==> src/rtl/toaplan2_cen_gen_pkg.sv <==
`default_nettype none
// ============================================================================
//  Module      : toaplan2_cen_pkg
//  Description : Shared constants and types for the Toaplan2 fractional
//                clock-enable generator: channel indices, 96 MHz ratio
//                constants, default reset denominators and the per-channel
//                configuration state encoding.
//  Revision    : 1.0  initial release
// ============================================================================
package toaplan2_cen_pkg;

  // Channel assignment
  localparam int CH_PXL2 = 0;
  localparam int CH_PXL  = 1;
  localparam int CH_FM   = 2;
  localparam int CH_FM2  = 3;
  localparam int CH_OKI  = 4;
  localparam int CH_AUX  = 5;

  // Per-title ratios from a 96 MHz system clock
  localparam logic [15:0] R_13P5_NUM   = 16'd9;
  localparam logic [15:0] R_13P5_DEN   = 16'd64;
  localparam logic [15:0] R_6P75_NUM   = 16'd9;
  localparam logic [15:0] R_6P75_DEN   = 16'd128;
  localparam logic [15:0] R_3P375_NUM  = 16'd9;
  localparam logic [15:0] R_3P375_DEN  = 16'd256;
  localparam logic [15:0] R_1P6875_NUM = 16'd9;
  localparam logic [15:0] R_1P6875_DEN = 16'd512;
  localparam logic [15:0] R_4P0_NUM    = 16'd9;
  localparam logic [15:0] R_4P0_DEN    = 16'd216;

  // Default reset denominators, channel 0 in the LSBs
  localparam logic [95:0] DEN_INIT_DFLT = {R_6P75_DEN, R_4P0_DEN, R_1P6875_DEN,
                                           R_3P375_DEN, R_6P75_DEN, R_13P5_DEN};

  // Configuration state of one channel
  typedef enum logic [0:0] {
    ST_IDLE = 1'b0,
    ST_PEND = 1'b1
  } cfg_state_e;

  // Width of a channel index; at least one bit
  function automatic int ch_idx_w(input int n);
    return (n > 1) ? $clog2(n) : 1;
  endfunction

endpackage
`default_nettype wire

==> src/rtl/toaplan2_cen_gen_if.sv <==
`default_nettype none
// ============================================================================
//  Module      : toaplan2_cen_gen_if
//  Description : Configuration and enable-output bundle of the clock-enable
//                generator.
//                master : game-select logic (drives CFG_*, PAUSE; reads outputs)
//                slave  : the generator
//                Signals: CFG_WE, CFG_CH, CFG_NUM, CFG_DEN, CFG_IMM,
//                         PAUSE (only with TOAPLAN2_CEN_PAUSE_EN),
//                         CEN, CENB, CFG_PEND
//  Revision    : 1.0  initial release
// ============================================================================
interface toaplan2_cen_gen_if
  import toaplan2_cen_pkg::*;
#(
  parameter int NCH = 6,
  parameter int W   = 16
);
  localparam int CHW = ch_idx_w(NCH);

  logic           CFG_WE;
  logic [CHW-1:0] CFG_CH;
  logic [W-1:0]   CFG_NUM;
  logic [W-1:0]   CFG_DEN;
  logic           CFG_IMM;
`ifdef TOAPLAN2_CEN_PAUSE_EN
  logic           PAUSE;
`endif
  logic [NCH-1:0] CEN;
  logic [NCH-1:0] CENB;
  logic [NCH-1:0] CFG_PEND;

  modport master (
`ifdef TOAPLAN2_CEN_PAUSE_EN
    output PAUSE,
`endif
    output CFG_WE, CFG_CH, CFG_NUM, CFG_DEN, CFG_IMM,
    input  CEN, CENB, CFG_PEND
  );

  modport slave (
`ifdef TOAPLAN2_CEN_PAUSE_EN
    input  PAUSE,
`endif
    input  CFG_WE, CFG_CH, CFG_NUM, CFG_DEN, CFG_IMM,
    output CEN, CENB, CFG_PEND
  );

endinterface
`default_nettype wire

==> src/rtl/toaplan2_cen_frac.sv <==
`default_nettype none
// ============================================================================
//  Module      : toaplan2_cen_frac
//  Description : One fractional clock-enable channel. Emits a one-cycle CEN
//                at f_clk*num/den and a half-phase CENB; the ratio can be
//                replaced immediately or deferred to the next CEN.
//  Ports       : CLK, RESET (async, active-high)
//                pause_i            hold phase, no pulses
//                cfg_we_i/cfg_imm_i write strobe for this channel / apply now
//                cfg_num_i/cfg_den_i new ratio
//                cen_o, cenb_o      registered enable pulses
//                cfg_pend_o         deferred ratio waiting
//  Revision    : 1.0  initial release
// ============================================================================
module toaplan2_cen_frac
  import toaplan2_cen_pkg::*;
#(
  parameter int           W        = 16,
  parameter logic [W-1:0] NUM_INIT = W'(9),
  parameter logic [W-1:0] DEN_INIT = W'(64)
)(
  input  logic         CLK,
  input  logic         RESET,
  input  logic         pause_i,
  input  logic         cfg_we_i,
  input  logic         cfg_imm_i,
  input  logic [W-1:0] cfg_num_i,
  input  logic [W-1:0] cfg_den_i,
  output logic         cen_o,
  output logic         cenb_o,
  output logic         cfg_pend_o
);

  cfg_state_e   state_q, state_d;
  logic [W-1:0] acc_q, acc_d;
  logic [W-1:0] num_q, num_d;
  logic [W-1:0] den_q, den_d;
  logic [W-1:0] snum_q, snum_d;
  logic [W-1:0] sden_q, sden_d;
  logic         cen_q, cen_d;
  logic         cenb_q, cenb_d;

  logic [W:0]   sum;
  logic [W-1:0] half;
  logic [W-1:0] acc_step;
  logic [W-1:0] acc_run;
  logic [W-1:0] new_num;
  logic [W-1:0] new_den;
  logic         wrap;
  logic         is_idle;
  logic         is_full;
  logic         apply;

  always_comb begin
    sum      = {1'b0, acc_q} + {1'b0, num_q};
    half     = den_q >> 1;
    is_idle  = (den_q == '0) || (num_q == '0);
    is_full  = (num_q >= den_q);
    wrap     = (sum >= {1'b0, den_q});
    // acc < den and num < den keep the true result inside [0, den), so the
    // W-bit modular difference is exact.
    acc_step = wrap ? (acc_q + num_q - den_q) : (acc_q + num_q);

    acc_run  = acc_q;
    cen_d    = 1'b0;
    cenb_d   = 1'b0;
    if (is_idle || pause_i) begin
      acc_run = acc_q;
    end else if (is_full) begin
      cen_d   = 1'b1;
      acc_run = '0;
    end else begin
      cen_d   = wrap;
      acc_run = acc_step;
      // A half-crossing found on a wrapping step lands on the CEN cycle and
      // is suppressed, so only the non-wrapping crossing can raise CENB.
      cenb_d  = !wrap && (acc_q < half) && (sum >= {1'b0, half});
    end
  end

  always_comb begin
    state_d = state_q;
    num_d   = num_q;
    den_d   = den_q;
    snum_d  = snum_q;
    sden_d  = sden_q;
    acc_d   = acc_run;
    apply   = 1'b0;
    new_num = cfg_num_i;
    new_den = cfg_den_i;

    case (state_q)
      ST_IDLE: begin
        if (cfg_we_i) begin
          if (cfg_imm_i) begin
            apply = 1'b1;
          end else begin
            snum_d  = cfg_num_i;
            sden_d  = cfg_den_i;
            state_d = ST_PEND;
          end
        end
      end
      ST_PEND: begin
        if (cfg_we_i) begin
          if (cfg_imm_i) begin
            apply   = 1'b1;
            state_d = ST_IDLE;
          end else begin
            snum_d  = cfg_num_i;
            sden_d  = cfg_den_i;
          end
        end else if (cen_d || is_idle) begin
          // Swap on the CEN step: this pulse used the old ratio and the
          // next accumulation uses the new one, so nothing is lost or doubled.
          apply   = 1'b1;
          new_num = snum_q;
          new_den = sden_q;
          state_d = ST_IDLE;
        end
      end
      default: state_d = ST_IDLE;
    endcase

    if (apply) begin
      num_d = new_num;
      den_d = new_den;
      // Keep the phase unless it would break acc < den under the new ratio.
      if (acc_run >= new_den) begin
        acc_d = '0;
      end
    end
  end

  always_ff @(posedge CLK or posedge RESET) begin
    if (RESET) begin
      state_q <= ST_IDLE;
      acc_q   <= '0;
      num_q   <= NUM_INIT;
      den_q   <= DEN_INIT;
      snum_q  <= '0;
      sden_q  <= '0;
      cen_q   <= 1'b0;
      cenb_q  <= 1'b0;
    end else begin
      state_q <= state_d;
      acc_q   <= acc_d;
      num_q   <= num_d;
      den_q   <= den_d;
      snum_q  <= snum_d;
      sden_q  <= sden_d;
      cen_q   <= cen_d;
      cenb_q  <= cenb_d;
    end
  end

  assign cen_o      = cen_q;
  assign cenb_o     = cenb_q;
  assign cfg_pend_o = (state_q == ST_PEND);

endmodule
`default_nettype wire

==> src/rtl/toaplan2_cen_gen.sv <==
`default_nettype none
// ============================================================================
//  Module      : toaplan2_cen_gen
//  Description : Multi-channel fractional clock-enable generator for the
//                Toaplan2 cores (pixel, pixel x2, YM2151 x2, OKI, aux).
//                Optional build macro TOAPLAN2_CEN_PAUSE_EN adds a PAUSE
//                input and a PAUSE_MASK parameter selecting frozen channels.
//  Ports       : CLK    system clock (96 MHz nominal)
//                RESET  asynchronous reset, active-high
//                cen_if slave side of toaplan2_cen_gen_if (config in,
//                       CEN/CENB/CFG_PEND out); CFG_CH >= NCH is ignored
//  Revision    : 1.0  initial release
// ============================================================================
module toaplan2_cen_gen
  import toaplan2_cen_pkg::*;
#(
  parameter int               NCH      = 6,
  parameter int               W        = 16,
  parameter logic [NCH*W-1:0] NUM_INIT = {NCH{W'(9)}},
  parameter logic [NCH*W-1:0] DEN_INIT = (NCH*W)'(DEN_INIT_DFLT)
`ifdef TOAPLAN2_CEN_PAUSE_EN
  ,
  parameter logic [NCH-1:0]   PAUSE_MASK = '1
`endif
)(
  input  logic                CLK,
  input  logic                RESET,
  toaplan2_cen_gen_if.slave   cen_if
);

  localparam int CHW = ch_idx_w(NCH);

  logic [NCH-1:0] cen_w;
  logic [NCH-1:0] cenb_w;
  logic [NCH-1:0] pend_w;

  for (genvar i = 0; i < NCH; i++) begin : g_ch
    localparam logic [CHW-1:0] C_IDX = CHW'(i);
    logic pause_w;
    logic we_w;

`ifdef TOAPLAN2_CEN_PAUSE_EN
    assign pause_w = cen_if.PAUSE & PAUSE_MASK[i];
`else
    assign pause_w = 1'b0;
`endif
    // Indices with no matching channel simply select nothing.
    assign we_w = cen_if.CFG_WE && (cen_if.CFG_CH == C_IDX);

    toaplan2_cen_frac #(
      .W        (W),
      .NUM_INIT (NUM_INIT[i*W +: W]),
      .DEN_INIT (DEN_INIT[i*W +: W])
    ) u_frac (
      .CLK        (CLK),
      .RESET      (RESET),
      .pause_i    (pause_w),
      .cfg_we_i   (we_w),
      .cfg_imm_i  (cen_if.CFG_IMM),
      .cfg_num_i  (cen_if.CFG_NUM),
      .cfg_den_i  (cen_if.CFG_DEN),
      .cen_o      (cen_w[i]),
      .cenb_o     (cenb_w[i]),
      .cfg_pend_o (pend_w[i])
    );
  end

  assign cen_if.CEN      = cen_w;
  assign cen_if.CENB     = cenb_w;
  assign cen_if.CFG_PEND = pend_w;

endmodule
`default_nettype wire

==> src/flat_wrapper.sv <==
// flat-port wrapper written by rule: the top's interface ports become plain ports
module toaplan2_cen_gen_flat import toaplan2_cen_pkg::*;
#(
  parameter int               NCH      = 6,
  parameter int               W        = 16,
  parameter logic [NCH*W-1:0] NUM_INIT = {NCH{W'(9)}},
  parameter logic [NCH*W-1:0] DEN_INIT = (NCH*W)'(DEN_INIT_DFLT)

)
  (CLK, RESET, cen_if_CFG_WE, cen_if_CFG_CH, cen_if_CFG_NUM, cen_if_CFG_DEN, cen_if_CFG_IMM, cen_if_CEN, cen_if_CENB, cen_if_CFG_PEND);
  toaplan2_cen_gen_if #(.NCH(NCH), .W(W)) cen_if_i ();
  input  logic CLK;
  input  logic RESET;
  input wire logic [$bits(cen_if_i.CFG_WE)-1:0] cen_if_CFG_WE;
  input wire logic [$bits(cen_if_i.CFG_CH)-1:0] cen_if_CFG_CH;
  input wire logic [$bits(cen_if_i.CFG_NUM)-1:0] cen_if_CFG_NUM;
  input wire logic [$bits(cen_if_i.CFG_DEN)-1:0] cen_if_CFG_DEN;
  input wire logic [$bits(cen_if_i.CFG_IMM)-1:0] cen_if_CFG_IMM;
  output wire logic [$bits(cen_if_i.CEN)-1:0] cen_if_CEN;
  output wire logic [$bits(cen_if_i.CENB)-1:0] cen_if_CENB;
  output wire logic [$bits(cen_if_i.CFG_PEND)-1:0] cen_if_CFG_PEND;
  assign cen_if_i.CFG_WE = cen_if_CFG_WE;
  assign cen_if_i.CFG_CH = cen_if_CFG_CH;
  assign cen_if_i.CFG_NUM = cen_if_CFG_NUM;
  assign cen_if_i.CFG_DEN = cen_if_CFG_DEN;
  assign cen_if_i.CFG_IMM = cen_if_CFG_IMM;
  assign cen_if_CEN = cen_if_i.CEN;
  assign cen_if_CENB = cen_if_i.CENB;
  assign cen_if_CFG_PEND = cen_if_i.CFG_PEND;
  toaplan2_cen_gen #(.NCH(NCH), .W(W), .NUM_INIT(NUM_INIT), .DEN_INIT(DEN_INIT)) u_core (.CLK(CLK), .RESET(RESET), .cen_if(cen_if_i));
endmodule
==> config.mk <==
export PLATFORM = sky130hd
export DESIGN_NAME = toaplan2_cen_gen_flat
export DESIGN_NICKNAME = d
export VERILOG_FILES = /design/src/rtl/toaplan2_cen_gen_pkg.sv /design/src/rtl/toaplan2_cen_gen_if.sv /design/src/rtl/toaplan2_cen_frac.sv /design/src/rtl/toaplan2_cen_gen.sv /design/src/flat_wrapper.sv
export SDC_FILE = /design/constraint.sdc
export NUM_CORES = 2
export LEC_CHECK = 0
export BUFFER_PORTS_ARGS = -buffer_cell sky130_fd_sc_hd__buf_2
export CAP_MARGIN = 0
export CORE_MARGIN = 8
export CORE_UTILIZATION = 55
export DETAILED_ROUTE_END_ITERATION = 12
export GPL_TIMING_DRIVEN = 0
export PLACE_DENSITY_LB_ADDON = 0.05
export SLEW_MARGIN = 20
export SYNTH_ARGS = -nofsm -noshare
export SYNTH_HDL_FRONTEND = slang
export SYNTH_HIERARCHICAL = 1
export SYNTH_SLANG_ARGS = --single-unit
==> constraint.sdc <==
create_clock -name CLK -period 6.5 [get_ports CLK]
set_input_delay 0.65 -clock CLK [delete_from_list [all_inputs] [get_ports CLK]]
set_output_delay 0.65 -clock CLK [all_outputs]
set_load 0.01 [all_outputs]
==> results.cfg <==
[clock_tree]
cts_sinks = 498
cts_tree = yes
cts_buffer_depth = 3
clk_pin_slew_ps = 70
clockRootBuffer = clkbuf_16
cts_buffers = 55
clock_latency_ps = 620
cts-hold-fix-buffers = 0
htreeDepth = 2

[floorplanning]
core_um2 = 74400
die_h_um = 290
die-area_um2 = 84200
fp.dieW_um = 290
initial_utilization_pct = 55.5
row_count = 100
ioPinCount = 57

[yosys]
synth_edf_count = 0
synth-async-reset-ratio_pct = 100
synth_cell_types = 96
synth_area_um2 = 41300
seq_area_frac_synth_pct = 30.2
yosysWarningCount = 6
synth.avg_cell_area_um2 = 9.60
synth_flop_cell = dfrtp_1
synth-seq-cells = 498
syn_inst = 4304

[route]
viasPerCell = 6.46
drc = 0
drtAntennaViolNets = 0
dr.pass1.iters = 6
wl_per_cell_um = 22.9
vias = 35628
wl_um = 126000
dr.first_iter.drc_count = 3284

[final_layout]
n_fill_cell = 6287
final_cells = 5518
syn2layout_area_growth_pct = 13.3
final_area_um2 = 46800
final_nets = 5112
antenna_cells = 0
layout-drive-gt1-share_pct = 17.5

[sta]
finalMaxSlewViolations = 0
fin_skew_ps = 26.6
timing.final.crit_share_pct = 97.5
max_slew_margin_pct = 35.9
finalHoldViolations = 0
period_minus_slack_ps = 6330
setup_viol = 0
fin_setup_tns_ps = 0
max_freq_ghz = 0.158
tightest_slew_ps = 961

[critical_path]
crit_arrival_ps = 6840
worstSetupPathType = flop to flop
worstRegToRegCells = 27
r2r_end = u_core/g_ch[2].u_frac/acc_q[6]
worst_setup_path_end_kind = flop
ff2ff_setup_slack_ps = 170
cp-startpoint = u_core/g_ch[2].u_frac/num_q[0]
timing.rr.start = u_core/g_ch[2].u_frac/num_q[0]
startpoint_type = flop
worstPathMaxFanout = 6
cp.required_ps = 7010

[hold_path]
min_path_type = primary input to async pin

[global_route]
antenna_found_initial = 2
grt_pass1_wl_um = 195000
grt_use_total_pct = 28.5
grt_pass1_vias = 34327
overflow = 0
grt_max_degree = 52

[placed_design]
numPortBuffers = 56
gp_congestion = 0.912
placed_cells = 5345
dp_hpwl_um = 93900
postPlaceCellArea_um2 = 43000

[run_status]
status = complete, no violations

[job]
maxCapViolations = 0
-- layout by cell type, fill, tap and decap left out, drive strengths merged, types with 155 or more instances in the layout --
master,Yosys,layout
a21oi,277,277
buf,59,192
clkbuf,98,161
dfrtp,477,477
ha,558,558
inv,202,207
mux2,229,229
mux2i,155,155
nand2,343,343
o21ai,236,236
-- stage by stage --
stage               setup WS, ps  hold slack (ps)  util (%)
floorplan                   27.4              476         -
global placement           -1760              484      57.6
finish                       166              204      62.9
CTS                         2.95              194      61.5
global route               -36.7              235      62.9
detailed placement         -1730              493      57.8
-- how the worst max path moves through the flow --
stage / end / slack, ps / cells past startpoint
floorplan: u_core/g_ch[5].u_frac/acc_q[15] / 30 / 27
global placement: u_core/g_ch[5].u_frac/acc_q[14] / -1760 / 27
detailed placement: u_core/g_ch[5].u_frac/acc_q[5] / -1730 / 27
CTS: u_core/g_ch[0].u_frac/acc_q[12] / 3 / 28
global route: u_core/g_ch[3].u_frac/acc_q[12] / -40 / 28
finish: u_core/g_ch[2].u_frac/acc_q[6] / 170 / 27
-- flip-flops by register name, summed over array words and instances (netlist names) --
name / flops
u_core/g_ch.u_frac/cen_o: 6
u_core/g_ch.u_frac/den_q: 96
u_core/g_ch.u_frac/snum_q: 96
u_core/g_ch.u_frac/num_q: 96
u_core/g_ch.u_frac/cfg_pend_o: 6
u_core/g_ch.u_frac/cenb_o: 6
u_core/g_ch.u_frac/acc_q: 96
u_core/g_ch.u_frac/sden_q: 96
-- what timing repair did --
action                     CTS  global route
setup endpoints to repair   96            96
pin swaps                   37            76
gates resized for setup     87           158
gates cloned                 2             0
setup buffers               31            45
-- metal layers --
| layer | vias up | routed length [um] | global-route usage, % |
|---|---|---|---|
| li1 | 16771 | - | - |
| met1 | 17488 | 58900 | 41.6 |
| met2 | 1178 | 56000 | 44.6 |
| met3 | 189 | 8330 | 3.77 |
| met4 | 2 | 3080 | 7.23 |
| met5 | - | 13 | 0 |
-- logic make-up (layout without fill, tap and decap cells) --
family / count (synthesis) / count (layout) / share of synthesized area [%]
AOI/OAI and AO/OA: 1257 / 1257 / 21.6
other: 1 / 11 / 0.00908
DFF: 498 / 498 / 30.2
and+or+nand+nor: 1100 / 1100 / 13.6
adders and majority gates: 570 / 570 / 17.5
muxes: 384 / 384 / 10.3
xor gates and xnor gates: 135 / 135 / 2.86
buffers and inverters: 359 / 594 / 3.92
-- Yosys cell counts, drive strengths merged, types with 10 or more instances --
cell type	n	area [um^2]
and2	12	75.1
a211o	18	158
a21oi	277	1450
a21boi	17	131
ha	558	6980
nand2	343	1290
a31oi	39	263
a32oi	18	180
mux2i	155	1550
o21ai	236	1190
nand2b	50	313
a21o	141	1060
buf	59	495
o2111ai	23	201
or3	36	225
nand3	111	556
a2111oi	29	277
o211ai	36	285
or2	10	62.6
o21a	48	360
inv	202	758
dfstp	21	552
xnor2	82	718
nor4	65	437
o21bai	18	135
nand4	44	275
fa	12	240
a22oi	37	293
xor2	53	464
o22ai	57	357
nor2b	39	244
o31ai	18	150
and3	142	888
o31a	11	96.3
clkbuf	98	368
dfrtp	477	11900
nor3	47	235
nor2	151	594
mux2	229	2690
a211oi	50	375
a221o	101	1010
-- worst max-delay path, stage by stage, from the launching register on --
cell,delay (ps)
dfstp_2,570
ha_2,200
inv_1,50
fa_1,410
nand2b_4,180
a21oi_4,200
a2bb2oi_4,230
xor2_2,280
ha_4,210
nand4_1,160
or3_4,460
a311oi_4,290
o22a_4,260
nor4_4,50
or2_1,270
buf_6,150
buf_12,130
mux2_4,290
ha_1,280
nand2b_1,140
a21o_1,170
a21o_1,160
a21oi_1,150
o21ai_0,140
a211oi_2,310
o21ai_4,110
clkbuf_8,190
a22oi_1,170
-- area by class of cell --
class | instances | area [um^2] | share of cell area (%)
repair buffers | 141 | 1030 | 2.21
clock buffers | 64 | 1490 | 3.19
multi-input cells | 3457 | 28300 | 60.5
well taps | 969 | 1210 | 2.59
inverters | 202 | 773 | 1.65
plain buffers | 148 | 891 | 1.90
clock inverters | 39 | 608 | 1.30
flip-flops and latches | 498 | 12500 | 26.7
Power is not shown: default switching activity piles up to over one toggle a cycle in this logic, so the estimate is an artifact.
